`src/rtl/spi_cmd_pkg.sv`:
```
// Shared types and constants for the SPI command decoder / register bank.
//   state_t          : command FSM states
//   CMD_WRITE_BIT    : command byte bit selecting write (1) or read (0)
//   ADDR_W           : width of the register address field
//   ERR_BYTE_DEFAULT : response byte for an illegal start address
//   addr_inc()       : address increment with wrap at num_regs-1
package spi_cmd_pkg;

  typedef enum logic [1:0] {
    IDLE  = 2'd0,
    WRITE = 2'd1,
    READ  = 2'd2,
    DROP  = 2'd3
  } state_t;

  localparam int         CMD_WRITE_BIT    = 7;
  localparam int         ADDR_W           = 7;
  localparam logic [7:0] ERR_BYTE_DEFAULT = 8'hEE;

  // Bursts walk the bank and roll over from the last register back to 0.
  function automatic logic [ADDR_W-1:0] addr_inc(input logic [ADDR_W-1:0] addr,
                                                 input int                num_regs);
    return (addr == ADDR_W'(num_regs - 1)) ? '0 : addr + ADDR_W'(1);
  endfunction

endpackage

```
`src/rtl/spi_frame_edge.sv`:
```
// Registered falling-edge detector on the SPI slave busy signal.
//   clk            : system clock
//   rst            : asynchronous active-high reset
//   i_frame_active : slave busy, high while chip select is asserted
//   o_frame_end    : one-clk pulse on the first cycle frame_active is seen low
module spi_frame_edge (
  input  logic clk,
  input  logic rst,
  input  logic i_frame_active,
  output logic o_frame_end
);

  logic r_frame_d;

  // NOTE: state elements use non-blocking assignments so every flop samples
  // pre-edge values regardless of process evaluation order.
  always_ff @(posedge clk or posedge rst) begin
    if (rst) r_frame_d <= 1'b0;
    else     r_frame_d <= i_frame_active;
  end

  assign o_frame_end = r_frame_d & ~i_frame_active;

endmodule

```
`src/rtl/spi_cmd_regbank.sv`:
```
// Byte-level command decoder and register bank behind an SPI slave.
// A frame starts with a command byte {rw, addr[6:0]}; rw=1 writes the
// following bytes to consecutive registers, rw=0 returns consecutive
// registers (one per received byte). Illegal start addresses answer ERR_BYTE
// once and ignore the rest of the frame.
//   clk, rst      : system clock, asynchronous active-high reset
//   rx_data       : byte received from the slave, valid with rx_valid
//   rx_valid      : one-clk strobe
//   frame_active  : slave busy (chip select asserted)
//   tx_data       : response byte for the slave, held between pulses
//   tx_valid      : one-clk strobe, tx_data just loaded
//   regs_o        : flat register bank, reg[i] at [8i+7:8i]
//   wr_strobe     : one-clk pulse per register write (with wr_addr)
//   wr_addr       : address of the register just written
//   err_count     : saturating count of illegal-address commands
module spi_cmd_regbank
  import spi_cmd_pkg::*;
#(
  parameter int         NUM_REGS    = 8,
  parameter logic [7:0] RESET_VALUE = 8'h00,
  parameter logic [7:0] ERR_BYTE    = ERR_BYTE_DEFAULT
) (
  input  logic                  clk,
  input  logic                  rst,
  input  logic [7:0]            rx_data,
  input  logic                  rx_valid,
  input  logic                  frame_active,
  output logic [7:0]            tx_data,
  output logic                  tx_valid,
  output logic [NUM_REGS*8-1:0] regs_o,
  output logic                  wr_strobe,
  output logic [ADDR_W-1:0]     wr_addr,
  output logic [7:0]            err_count
);

  state_t                r_state;
  logic [ADDR_W-1:0]     r_addr;
  logic [NUM_REGS*8-1:0] r_regs;

  state_t                w_state_nxt;
  logic [ADDR_W-1:0]     w_addr_nxt;
  logic [ADDR_W-1:0]     w_cmd_addr;
  logic                  w_cmd_legal;
  logic                  w_tx_load;
  logic [7:0]            w_tx_byte;
  logic                  w_wr_en;
  logic                  w_err_inc;
  logic                  w_frame_end;

  spi_frame_edge u_frame_edge (
    .clk            (clk),
    .rst            (rst),
    .i_frame_active (frame_active),
    .o_frame_end    (w_frame_end)
  );

  assign w_cmd_addr  = rx_data[ADDR_W-1:0];
  assign w_cmd_legal = (w_cmd_addr < ADDR_W'(NUM_REGS));

  // Next-state and per-byte actions. The byte arriving on the frame-end cycle
  // is still acted on; only the state is overridden back to IDLE.
  always_comb begin
    // NOTE: every output of this block gets a default first so no path
    // leaves a variable unassigned and infers a latch.
    w_state_nxt = r_state;
    w_addr_nxt  = r_addr;
    w_tx_load   = 1'b0;
    w_tx_byte   = 8'h00;
    w_wr_en     = 1'b0;
    w_err_inc   = 1'b0;

    if (rx_valid) begin
      unique case (r_state)
        IDLE: begin
          w_addr_nxt = w_cmd_addr;
          if (!w_cmd_legal) begin
            w_state_nxt = DROP;
            w_err_inc   = 1'b1;
            w_tx_load   = 1'b1;
            w_tx_byte   = ERR_BYTE;
          end else if (rx_data[CMD_WRITE_BIT]) begin
            w_state_nxt = WRITE;
          end else begin
            // The command byte itself triggers the first read response.
            w_state_nxt = READ;
            w_tx_load   = 1'b1;
            w_tx_byte   = r_regs[int'(w_cmd_addr)*8 +: 8];
            w_addr_nxt  = addr_inc(w_cmd_addr, NUM_REGS);
          end
        end
        WRITE: begin
          w_wr_en    = 1'b1;
          w_addr_nxt = addr_inc(r_addr, NUM_REGS);
        end
        READ: begin
          w_tx_load  = 1'b1;
          w_tx_byte  = r_regs[int'(r_addr)*8 +: 8];
          w_addr_nxt = addr_inc(r_addr, NUM_REGS);
        end
        DROP: ;
        default: w_state_nxt = IDLE;
      endcase
    end

    if (w_frame_end) w_state_nxt = IDLE;
  end

  always_ff @(posedge clk or posedge rst) begin
    if (rst) begin
      r_state <= IDLE;
      r_addr  <= '0;
    end else begin
      r_state <= w_state_nxt;
      r_addr  <= w_addr_nxt;
    end
  end

  always_ff @(posedge clk or posedge rst) begin
    if (rst) begin
      // NOTE: the bank is reset because its contents drive board outputs
      // directly; it must come up at a known value, not be an unreset RAM.
      r_regs    <= {NUM_REGS{RESET_VALUE}};
      tx_data   <= 8'h00;
      tx_valid  <= 1'b0;
      wr_strobe <= 1'b0;
      wr_addr   <= '0;
      err_count <= 8'h00;
    end else begin
      tx_valid  <= w_tx_load;
      wr_strobe <= w_wr_en;
      if (w_tx_load) tx_data <= w_tx_byte;
      if (w_wr_en) begin
        r_regs[int'(r_addr)*8 +: 8] <= rx_data;
        wr_addr                     <= r_addr;
      end
      if (w_err_inc && (err_count != 8'hFF)) err_count <= err_count + 8'd1;
    end
  end

  assign regs_o = r_regs;

endmodule

```
`config.mk`:
```
export PLATFORM = sky130hd
export DESIGN_NAME = spi_cmd_regbank
export DESIGN_NICKNAME = d
export VERILOG_FILES = /design/src/rtl/spi_cmd_pkg.sv /design/src/rtl/spi_frame_edge.sv /design/src/rtl/spi_cmd_regbank.sv
export SDC_FILE = /design/constraint.sdc
export NUM_CORES = 1
export LEC_CHECK = 0
export ABC_AREA = 1
export CAP_MARGIN = 25
export CORE_UTILIZATION = 49
export DETAILED_ROUTE_END_ITERATION = 7
export PLACE_DENSITY = 0.77
export SLEW_MARGIN = 15
export SYNTH_ARGS = -nofsm -noshare
export SYNTH_HDL_FRONTEND = slang
export SYNTH_SLANG_ARGS = --single-unit
```
`constraint.sdc`:
```
create_clock -name clk -period 3.5 [get_ports clk]
set_clock_uncertainty 0.15 [all_clocks]
set_input_delay 0.875 -clock clk [delete_from_list [all_inputs] [get_ports clk]]
set_output_delay 0.875 -clock clk [all_outputs]
set_load 0.005 [all_outputs]
```
**After elaboration in Yosys (flattened, before gate mapping)**

Cells that the tools add are included.

- Bits in writable memories: 0
- Memories: 0
- Bits in latches: 0
- Output and inout port bits: 89
- Flip-flop bits (word level): 99
- Memory bits (read-only): 0
- Input port bits: 12
- Word-level logic and storage cells: 57

- Equal/unequal tests: 5
- Reductions and logical operators: 8
- $lt $le $gt $ge: 1
- Multiplexer cells: 24
- Shifts and indexed selects: 4
- Bitwise operators: 2
- $mul: 0
- $add $sub $neg: 4
- Div/mod/pow operators: 0

Operator list:

| operator | count |
|---|---|
| variable part select 64 x 11 -> 8 bit | 2 |
| bitwise mux 64 bit | 1 |
| variable shift 8 x 33 -> 64 bit, first input constant | 1 |
| variable part select 8 x 33 -> 64 bit | 1 |
| negator 10 -> 33 bit | 1 |
| 2-to-1 mux 7 bit | 4 |
| 2-to-1 mux 8 bit | 3 |
| case mux 8 bit (2 select lines) | 1 |
| adder 7 x 1 -> 7 bit, second input constant | 2 |
| == test 7 x 3 -> 1 bit, second input constant | 2 |
| case mux 7 bit (2 select lines) | 1 |
| 2-to-1 mux 2 bit | 5 |
| adder 8 x 1 -> 8 bit, second input constant | 1 |
| 2-to-1 mux 1 bit | 8 |
| != test 8 bit, second input constant | 1 |
| less-than comparator 7 x 4 -> 1 bit, second input constant | 1 |
| nonzero test 2 bit | 3 |
| AND reduction 2 bit | 2 |
| == test 2 x 1 -> 1 bit, second input constant | 1 |
| == test 2 bit, second input constant | 1 |
| zero test 2 bit | 1 |
| case mux 1 bit (2 select lines) | 1 |
| OR reduction 2 bit | 1 |
| bitwise AND 1 bit | 1 |
| 2 further kinds | 2 |

**Logic depth before layout (Yosys ltp)**

Gate-level depths: netlist of run 1.

- Depth in word-level cells: 5
- Gate-level depth with buffers: 16
- Depth with buffers taken out: 13

**By module**

From an unflattened synthesis of run 1, not the netlist that was laid out.

- Cells, all modules: 857
- Area total of the unflattened synthesis: 6200.9 µm²

Modules (own cells, without submodules):

| module | cells an instance | times used | area each (µm²) | sequential area each (µm²) |
|---|---|---|---|---|
| spi_cmd_regbank | 853 | 1 | 6162.2 | 2452.4 |
| spi_frame_edge | 4 | 1 | 38.8 | 25.0 |

**Worst setup path after synthesis of run 1**

Ideal clock, no wire load.

- Path kind: flip-flop to flip-flop
- Start point: register r_addr[0]
- End point: register r_regs[10] (netlist: regs_o[10])
- Path buffers: 3
- Setup time: 0.121 ns
- Data arrival time: 2.433 ns
- Required time: 3.229 ns
- Period minus slack after synthesis: 2.704 ns
- Path slack: 0.796 ns
- Cell stages (with the launch flop): 16
- Path through: dfrtp_1 -> buf_2 -> inv_4 -> clkbuf_1 -> ha_1 -> nand3_1 -> nor2_1 -> ha_1 -> inv_1 -> nor2_1 -> nand2_1 -> nor2_8 -> nand4_2 -> clkbuf_1 -> o21bai_1 -> nand2_1

- Cells in the longest elaborated chain, start to end: 3
- Elaborated cells between the ends (all ways): 4
- Classes of those cells: add/sub: 1; shift: 2; mux: 1

RTL lines:

| element | RTL line | RTL |
|---|---|---|
| start, declared | spi_cmd_regbank.sv:37 | `logic [ADDR_W-1:0] r_addr;` |
| start signal, assigned | spi_cmd_regbank.sv:114 | `r_addr <= w_addr_nxt;` |
| negator 10 -> 33 bit (*) | spi_cmd_regbank.sv:133 | `r_regs[int'(r_addr)*8 +: 8] <= rx_data;` |
| variable part select 8 x 33 -> 64 bit / variable shift 8 x 33 -> 64 bit (equally long branches) | spi_cmd_regbank.sv:133 |  |
| bitwise mux 64 bit (*) | spi_cmd_regbank.sv:133 |  |
| end signal, assigned | spi_cmd_regbank.sv:122 | `r_regs <= {NUM_REGS{RESET_VALUE}};` |
| end signal, assigned by index | spi_cmd_regbank.sv:133 |  |
| end, declared | spi_cmd_regbank.sv:38 | `logic [NUM_REGS*8-1:0] r_regs;` |

Mark *: on every way between the ends. The rest lies on a longest branch, timed or not.
A chain may end at the register's enable or synchronous reset.

**Worst setup path after layout of run 1**

- Start point: register r_addr[0]
- End point: register r_regs[15] (netlist: regs_o[15])

Same word-level chain as after synthesis.

==> results of run 1 <==
==> metrics by stage <==
| stage | area, µm² | util, % | cells | setup WS, ns | hold slack, ns |
|---|---|---|---|---|---|
| 6_report | 7610 | 62.6 | 1105 | 0.524 | 0.341 |
| 5_1_grt | 7610 | 62.6 | 1105 | 0.296 | 0.375 |
| 4_1_cts | 7610 | 62.6 | 1104 | 0.587 | 0.347 |
| 3_5_place_dp | 7340 | 60.4 | 1088 | 0.384 | 0.332 |
| 3_3_place_gp | 7340 | 60.4 | 1088 | 0.543 | 0.335 |
| 2_1_floorplan | 6190 | - | 846 | 0.796 | 0.326 |
==> Yosys cell counts <==
cell / count
nand2_1: 211
a21oi_1: 35
nand4_2: 2
clkbuf_2: 1
xor2_1: 8
inv_4: 2
or2_2: 5
buf_4: 2
nor3_4: 2
nand3b_1: 2
nor2_8: 1
nand4_1: 5
clkbuf_1: 24
ha_1: 9
buf_2: 8
nor2_4: 6
nand3_4: 2
o21ai_1: 4
buf_6: 4
nor2_1: 50
xnor2_1: 2
o21ai_0: 62
nand3_1: 104
inv_1: 98
o211ai_1: 30
o22ai_1: 3
nor3_1: 9
dfrtp_1: 99
nand2_4: 2
clkinv_1: 1
a22oi_1: 3
a31oi_1: 3
buf_1: 5
nand2_2: 6
inv_2: 4
o21bai_1: 32
==> where the power goes <==
group	total (mW)	leakage [nW]	internal, mW	switching, mW
sequential	1.58	1.09	1.38	0.194
clock	0.934	0.133	0.499	0.435
combinational	2.49	2.23	0.897	1.59
==> cells by family after synthesis <==
logic type                 Yosys count  share of synthesized area, %
AOI/OAI and AO/OA                  172                          16.7
xor gates and xnor gates            10                          1.42
adders and majority gates            9                          1.82
buffers and inverters              149                          9.91
DFF                                 99                          40.1
and+or+nand+nor                    407                          30.1
==> flip-flops by register name, summed over array words and instances, names as in the netlist, 2 cells and up <==
signal	flops
err_count	8
r_addr	7
wr_addr	7
tx_data	8
regs_o	64
r_state	2
==> tightest hold or removal path: stages, from the launching register on <==
cell and delay [ns]:
dfrtp_1 0.34, nand2_1 0.05, o21ai_0 0.06
==> final cells by class <==
type | instances | share of cell area [%]
clock inverter | 3 | 0.197
inverter | 105 | 5.29
multi-input combinational | 598 | 40.6
tap | 168 | 2.76
timing repair buffer | 119 | 15.3
clock buffer | 13 | 3.29
sequential | 99 | 32.6
==> layer usage <==
| layer | GRT usage [%] | share of wire [%] |
|---|---|---|
| met4 | 15.9 | 4.2 |
| met3 | 6.14 | 9.3 |
| met2 | 47.8 | 44 |
| met1 | 44.3 | 42 |
| met5 | 0 | 0 |
==> how the worst max path moves through the flow <==
stage                                        end  depth (start not counted)
after floorplan           regs_o[10]$_DFFE_PP0P_                         15
after global placement     regs_o[2]$_DFFE_PP0P_                          8
after detailed placement   regs_o[6]$_DFFE_PP0P_                          7
after CTS                 regs_o[15]$_DFFE_PP0P_                         12
after global routing       regs_o[8]$_DFFE_PP0P_                         12
final                     regs_o[15]$_DFFE_PP0P_                         12
==> reports/qor.yml, run 1 <==
rsz0062_at_grt: "false"
via_per_inst: 5.70
hold_buffers: 0
startpoint: "r_addr[0]$_DFFE_PP0P_"
h-tree-depth: 3
power_density_nw_per_um2: 657
num_rows: 40
holdCritStartpoint: "wr_addr[6]$_DFFE_PP0P_"
ir_drop_mv: 0.380
drv_cap: 0
path_buf_inv: 2
p_total_mw: 5.00
fill_cells: 1111
first_pass_iters: 6
antenna_found_initial: 0
r2r-start: "r_addr[0]$_DFFE_PP0P_"
seqCellArea_um2: 2480
num_antenna_cells: 0
whs_endpoint: "wr_addr[6]$_DFFE_PP0P_"
fmax_mhz: 336
crit_path_end_kind: "flop"
die_w_um: 114
worstSetupStartpointType: "flop"
cts_root_buf: "clkbuf_16"
status: "finished, final reports clean"
critPathRequiredTime_ns: 3.58
ant_nets: 0
drcViolationCount: 0
slowest_delay_ns: 0.42
period_needed_ns: 2.98
synth_top_area_share_pct: 40.1
routed_wl_um: 19800
cp.arrival_ns: 3.06
drive_gt1_share_pct: 7.15
track_usage_pct: 31.9
r2r_setup_slack_ns: 0.52
cts_tree: "done"
clockBufferDepth: 2
ys_types: 36
final_cell_mix: "nand2_1, nand3_1, clkdlybuf4s50_1"
grt-ovfl-total: 0
ys_ff_latch: 99
setup_viol: 0
critPathSlowestCell: "dfrtp_2"
clk_pin_slew_ns: 0.07
syn_inst: 846
hp-class: "reg -> reg"
finalMaxSlewViolations: 0
port_buffers: 100
r2r-end: "regs_o[15]$_DFFE_PP0P_"
worst_pin_slew_ns: 0.723
cts_buffers: 9
clock-sinks: 99
final_common_cell: "nand2_1"
path_class: "reg -> reg"
core-area_um2: 12200
syn_area_per_cell_um2: 7.31
start_util_pct: 50.9
area_growth_pct: 23.1
yosysWarningCount: 0
die_area_um2: 13100
cellLeakagePower_nw: 3.45
grt_pass1_vias: 5916
multiInputGateArea_um2: 3090
yosys.area.top_type: "dfrtp_1"
nets: 953
cp_top_family: "simple AND/OR/NAND/NOR gates"
slew_headroom_pct: 51.8
holdPathStages: 2
cts_setup_buffers: 0
via_count: 6304
grt_first_pass_wirelength_um: 31700
synth_area_um2: 6180
tns_ns: 0
drt-initial-drc-count: 641
place_congestion: 0.954
reg2reg_depth: 12
syn_nets: 867
dpl.hpwl_um: 14200
synth_area_leaders: "dfrtp_1, nand2_1, nand3_1"
wl_per_cell_um: 17.9
timing.final.crit_share_pct: 85.0
worstSkewPairLatency_ns: 0.36
ys_seq_area_share_pct: 40.1
hold_viol: 0
path_max_fanout: 28
cts_resized: 0
grt_max_degree: 70
path_cells: "inv_4 -> ha_1 -> nand3_1 -> nor2_1 -> ha_1 -> inv_1 -> nor2_1 -> nand2_1 -> nor2_8 -> nand4_2 -> o21bai_1 -> nand2_1"
die_h_um: 114
io-pin-count: 101
Power figures use the tool's default switching activity.
==> run 2, diff against run 1 <==
--- a/config.mk
+++ b/config.mk
@@ -10,7 +10,8 @@
 export CORE_UTILIZATION = 49
 export DETAILED_ROUTE_END_ITERATION = 7
 export PLACE_DENSITY = 0.77
-export SLEW_MARGIN = 15
+export RECOVER_POWER = 25
+export SLEW_MARGIN = 20
 export SYNTH_ARGS = -nofsm -noshare
 export SYNTH_HDL_FRONTEND = slang
 export SYNTH_SLANG_ARGS = --single-unit
==> run 2 against run 1 <==
Against the previous run: clock-buffer cell count unchanged; first-iteration DRC count is 10% higher; combinational power is essentially flat; worst setup slack better by 0.012 ns; critical path type unchanged; maximum frequency up 0.40%; wire length is 0.22% higher; sequential share of layout area rose by 0.15 points; via count about the same; register-to-register slack about the same; sequential power hardly changed; highest routed layer unchanged.
==> reports/qor.yml, run 2 (synthesis results as in run 1) <==
place_congestion: 0.954  # unchanged
io-pin-count: 101  # unchanged
seqCellArea_um2: 2480  # unchanged
power.share.combinational_pct: 49.7  # about the same
r2r-end: "regs_o[23]$_DFFE_PP0P_"
seq_power_share_pct: 31.6  # about the same
grt_max_degree: 70  # unchanged
area_growth_pct: 22.6
routed_wl_um: 19800  # +0.22%
first_pass_iters: 5  # -1
status: "finished, final reports clean"
num_antenna_cells: 0  # unchanged
wl_met3_um: 1780  # -3.4%
power_density_nw_per_um2: 657  # about the same
nets: 952  # -0.10%
whs_endpoint: "wr_addr[6]$_DFFE_PP0P_"
grt_pass1_vias: 5916  # unchanged
dr.max_layer_used: "met4"
port_buffers: 100  # unchanged
via_count: 6303  # -0.016%
fmax_mhz: 337  # +0.40%
via_per_inst: 5.71  # about the same
dpl_cell_area_um2: 7340  # unchanged
drcViolationCount: 0  # unchanged
wl_met1_um: 8410  # +0.18%
multiInputGateArea_um2: 3100  # +0.20%
slew_headroom_pct: 17.1  # -35 points
final_common_cell: "nand2_1"
cts_buffers: 9  # unchanged
r2r-start: "r_addr[0]$_DFFE_PP0P_"
final_cell_mix: "nand2_1, nand3_1, dfrtp_1"
cts_resized: 0  # unchanged
drive_gt1_share_pct: 7.16  # +0.0076 points
holdCritStartpoint: "wr_addr[6]$_DFFE_PP0P_"
path_max_fanout: 28  # unchanged
ir_drop_mv: 0.382  # +0.62%
r2r_setup_slack_ns: 0.54  # about the same
timing.final.crit_share_pct: 84.7  # -0.34 points
hp-class: "reg -> reg"
holdPathStages: 2  # unchanged
hold_buffers: 0  # unchanged
rsz0062_at_grt: "false"
worst_pin_slew_ns: 1.24  # +0.521 ns
largest_reg_flops: 64  # unchanged
internal_power_mw: 2.77  # -0.32%
route.met2.wl_um: 8820  # +1.3%
drv_cap: 0  # unchanged
worstSetupStartpointType: "flop"
finalMaxSlewViolations: 0  # unchanged
tns_ns: 0  # unchanged
cellLeakagePower_nw: 3.44  # -0.37%
antenna_found_initial: 0  # unchanged
track_usage_pct: 31.9  # unchanged
reg2reg_depth: 12  # unchanged
clockBufferDepth: 2  # unchanged
dpl.hpwl_um: 14200  # unchanged
clock-sinks: 99  # unchanged
fill_cells: 1116  # +0.45%
setup_viol: 0  # unchanged
wl_per_cell_um: 18.0  # +0.31%
num_rows: 40  # unchanged
period_needed_ns: 2.96  # -0.0117 ns
cp.arrival_ns: 3.05  # about the same
path_class: "reg -> reg"
ant_nets: 0  # unchanged
h-tree-depth: 3  # unchanged
grt-ovfl-total: 0  # unchanged
cts_root_buf: "clkbuf_16"
drt-initial-drc-count: 708  # +10%
critPathRequiredTime_ns: 3.58  # about the same
core-area_um2: 12200  # unchanged
p_total_mw: 4.98  # -0.35%
clockPowerShare_pct: 18.7  # about the same
clk_pin_slew_ns: 0.07  # about the same
crit_path_end_kind: "flop"
start_util_pct: 50.9  # unchanged
switching_share_pct: 44.4  # about the same
power.switching_mw: 2.21  # -0.38%
cts_tree: "done"
worstSkewPairLatency_ns: 0.36  # about the same
hold_viol: 0  # unchanged
cts_setup_buffers: 0  # unchanged
die_w_um: 114  # unchanged
grt_first_pass_wirelength_um: 31700  # unchanged
die_area_um2: 13100  # unchanged
fin_area_um2: 7580  # -0.44%
die_h_um: 114  # unchanged
## run 2: cell count changes in the layout (fill, tap and decap cells not counted)
cell             change
dlygate4sd3_1        +2
clkbuf_2             +2
clkdlybuf4s50_1      -2
o22ai_1              -1
clkbuf_4             -1
clkinvlp_2           +1
buf_12               -2
clkinvlp_4           -1
o22ai_2              +1
## run 2: worst max-delay path, stage by stage (launching register included)
cell and delay [ns]:
dfrtp_2 0.42, inv_4 0.26, ha_1 0.30, nand3_1 0.18, nor2_1 0.15, ha_1 0.14
inv_1 0.05, nor2_1 0.08, nand2_1 0.13, nor2_8 0.18, nand4_2 0.40, o21bai_1 0.32
nand2_1 0.08
## run 2: per-stage QoR
stage               worst slack, ns  instances  hold WS (ns)  util [%]
finish                        0.536       1104         0.342      62.3
global route                  0.296       1104         0.375      62.3
CTS                           0.587       1104         0.347      62.6
detailed placement            0.384       1088         0.332      60.4
global placement              0.543       1088         0.335      60.4
floorplan                     0.796        846         0.326         -
## run 2: layout make-up
cell class	count	area share [%]
multi-input combinational	598	40.9
sequential	99	32.7
timing repair buffer	118	14.9
inverter	105	5.28
clock buffer	13	3.30
tap	168	2.77
clock inverter	3	0.198
## run 2: worst max path at each step
stage                                from                      to  slack, ns  cells past startpoint
finish              r_addr[0]$_DFFE_PP0P_  regs_o[23]$_DFFE_PP0P_       0.54                     12
global route        r_addr[0]$_DFFE_PP0P_   regs_o[8]$_DFFE_PP0P_       0.30                     12
CTS                 r_addr[0]$_DFFE_PP0P_  regs_o[15]$_DFFE_PP0P_       0.59                     12
detailed placement               rx_valid   regs_o[6]$_DFFE_PP0P_       0.38                      7
global placement                 rx_valid   regs_o[2]$_DFFE_PP0P_       0.54                      8
floorplan           r_addr[0]$_DFFE_PP0P_  regs_o[10]$_DFFE_PP0P_       0.80                     15
## run 2: power by group through the flow
stage | sequential [mW] | clock (mW) | combinational, mW
after CTS | 1.57 | 0.943 | 2.44
after global placement | 1.59 | 0 | 2.39
after detailed placement | 1.59 | 0 | 2.41
after floorplan | 1.56 | 0 | 1.58
final | 1.57 | 0.931 | 2.48
after global routing | 1.60 | 0.990 | 2.72
## run 2: metal layers
layer | GRT usage [%] | vias to the layer above
li1 | - | 2941
met1 | 44.3 | 2984
met2 | 47.8 | 317
met3 | 6.14 | 61
met4 | 15.9 | 0
met5 | 0 | -
==> run 3, diff against run 2 <==
--- a/config.mk
+++ b/config.mk
@@ -7,9 +7,9 @@
 export LEC_CHECK = 0
 export ABC_AREA = 1
 export CAP_MARGIN = 25
-export CORE_UTILIZATION = 49
+export CORE_UTILIZATION = 50
 export DETAILED_ROUTE_END_ITERATION = 7
-export PLACE_DENSITY = 0.77
+export PLACE_DENSITY = 0.75
 export RECOVER_POWER = 25
 export SLEW_MARGIN = 20
 export SYNTH_ARGS = -nofsm -noshare
==> constraint.sdc (replaced) <==
create_clock -name clk -period 3 [get_ports clk]
set_clock_uncertainty 0.15 [all_clocks]
set_input_delay 0.75 -clock clk [delete_from_list [all_inputs] [get_ports clk]]
set_output_delay 0.75 -clock clk [all_outputs]
set_load 0.005 [all_outputs]
==> run 3 against run 2 <==
Against the previous run: sequential power increased by 17%; critical path depth unchanged; maximum frequency increased by 8.6%; sequential share of layout area decreased by 0.26 points; worst hold slack about the same; critical endpoint is now regs_o[15]$_DFFE_PP0P_.
==> reports/qor.yml, run 3 (synthesis results as in run 1) <==
status: "finished, final reports clean"
io-pin-count: 101  # unchanged
internal_power_mw: 3.26  # +18%
slew_headroom_pct: 43.8  # +27 points
cellLeakagePower_nw: 3.48  # +1.0%
port_buffers: 100  # unchanged
via_per_inst: 5.71  # about the same
h-tree-depth: 3  # unchanged
power.share.combinational_pct: 50.0  # +0.3 points
startpoint: "r_addr[1]$_DFFE_PP0P_"
grt-ovfl-total: 0  # unchanged
num_rows: 40  # unchanged
pre_cts_slack_ns: 0.147  # -0.237 ns
place_congestion: 0.942  # -1.4%
tns_ns: 0  # unchanged
num_antenna_cells: 0  # unchanged
clockBufferDepth: 2  # unchanged
first_pass_iters: 6  # +1
clockPowerShare_pct: 18.9  # +0.2 points
via_count: 6213  # -1.4%
holdCritStartpoint: "wr_addr[6]$_DFFE_PP0P_"
hp-class: "reg -> reg"
final_common_cell: "nand2_1"
cts_tree: "done"
crit_path_end_kind: "flop"
grt_max_degree: 91  # +30%
r2r-start: "r_addr[1]$_DFFE_PP0P_"
seq_power_share_pct: 31.1  # -0.5 points
grt.busiest_layer: "met2"
fmax_mhz: 366  # +8.6%
die_area_um2: 12800  # -2.0%
drcViolationCount: 0  # unchanged
area_growth_pct: 23.5
wl_per_cell_um: 18.1  # +1.0%
track_usage_pct: 31.8  # -0.098 points
grt_first_pass_wirelength_um: 30900  # -2.7%
ant_nets: 0  # unchanged
cts_resized: 0  # unchanged
holdPathStages: 2  # unchanged
worst_slack_ns: 0.271  # -0.264 ns
worst_pin_slew_ns: 0.836  # -0.408 ns
clock-sinks: 99  # unchanged
r2r_setup_slack_ns: 0.27  # -0.26 ns
die_w_um: 113  # -0.99%
gr-usage-met2_pct: 48.3  # +0.51 points
clk_pin_slew_ns: 0.07  # about the same
die_h_um: 113  # -0.99%
worstSetupStartpointType: "flop"
cts_buffers: 9  # unchanged
routed_wl_um: 19800  # -0.35%
path_class: "reg -> reg"
path_max_fanout: 16  # -43%
rsz0062_at_grt: "false"
fill_cells: 1104  # -1.1%
core-area_um2: 12000  # -1.2%
antenna_found_initial: 0  # unchanged
drive_gt1_share_pct: 7.64  # +0.49 points
met3_usage_pct: 7.34  # +1.2 points
p_total_mw: 5.89  # +18%
start_util_pct: 51.5  # +0.64 points
worstSkewPairLatency_ns: 0.36  # about the same
cts_setup_buffers: 0  # unchanged
drt-initial-drc-count: 682  # -3.7%
ir_drop_mv: 0.696  # +82%
timing.final.crit_share_pct: 91.0  # +6.3 points
period_needed_ns: 2.73  # -0.236 ns
dpl.hpwl_um: 14400  # +1.2%
power.switching_mw: 2.63  # +19%
cp.arrival_ns: 2.82  # -0.23 ns
nets: 958  # +0.63%
finalMaxSlewViolations: 0  # unchanged
whs_endpoint: "wr_addr[6]$_DFFE_PP0P_"
reg2reg_depth: 12  # unchanged
cts_root_buf: "clkbuf_16"
grt_pass1_vias: 5659  # -4.3%
power_density_nw_per_um2: 771  # +17%
hold_ws_ns: 0.342  # -0.0000800 ns
switching_share_pct: 44.6  # +0.19 points
final_cell_mix: "nand2_1, nand3_1, dfrtp_1, clkdlybuf4s50_1, inv_1"
grt_util_met1_pct: 43.3  # -0.96 points
hold_viol: 0  # unchanged
hold_buffers: 0  # unchanged
largest_reg_flops: 64  # unchanged
critPathRequiredTime_ns: 3.09  # -0.49 ns
setup_viol: 0  # unchanged
drv_cap: 0  # unchanged
r2r-end: "regs_o[15]$_DFFE_PP0P_"
==> run 3: power groups by stage <==
stage	clock (mW)	combinational [mW]	sequential, mW
2_1_floorplan	0	1.84	1.82
3_3_place_gp	0	2.85	1.85
3_5_place_dp	0	2.88	1.85
4_1_cts	1.13	2.89	1.83
5_1_grt	1.18	3.22	1.86
6_report	1.12	2.95	1.83
==> run 3: area by class of cell <==
cell class	count	area [µm²]	share of cell area (%)
clock buffers	11	243	3.18
clock inverters	5	37.5	0.491
inverters	105	400	5.24
multi-input cells	598	3090	40.5
flip-flops and latches	99	2480	32.4
well taps	147	184	2.41
repair buffers	124	1210	15.8
==> run 3: critical path, cell delays in order, from the launching register on <==
cell	delay (ns)
dfrtp_1	0.37
inv_1	0.06
ha_1	0.23
nand3_1	0.16
nor2_1	0.07
ha_1	0.27
inv_1	0.04
nor2_1	0.11
nand2_1	0.14
nor2_8	0.16
nand4_2	0.43
o21bai_1	0.31
nand2_1	0.09
==> run 3: how the worst max path moves through the flow <==
stage                     cells past startpoint                endpoint
after global routing                         12   regs_o[8]$_DFFE_PP0P_
after global placement                        8  tx_data[2]$_DFFE_PP0P_
after CTS                                    12  regs_o[18]$_DFFE_PP0P_
after detailed placement                      8  tx_data[5]$_DFFE_PP0P_
after floorplan                              15  regs_o[10]$_DFFE_PP0P_
final                                        12  regs_o[15]$_DFFE_PP0P_
==> run 3: metal layers <==
layer,up-vias,share of wire (%)
met5,-,0
met4,0,4.3
met3,64,11
met2,343,44
met1,2851,41
li1,2955,-
==> run 3: per-stage QoR <==
step / utilization, % / instance area [µm²] / instances
after floorplan: - / 6190 / 846
after global placement: 61.3 / 7360 / 1072
after detailed placement: 61.3 / 7360 / 1072
after CTS: 63.6 / 7640 / 1088
after global routing: 63.6 / 7640 / 1089
final: 63.6 / 7640 / 1089
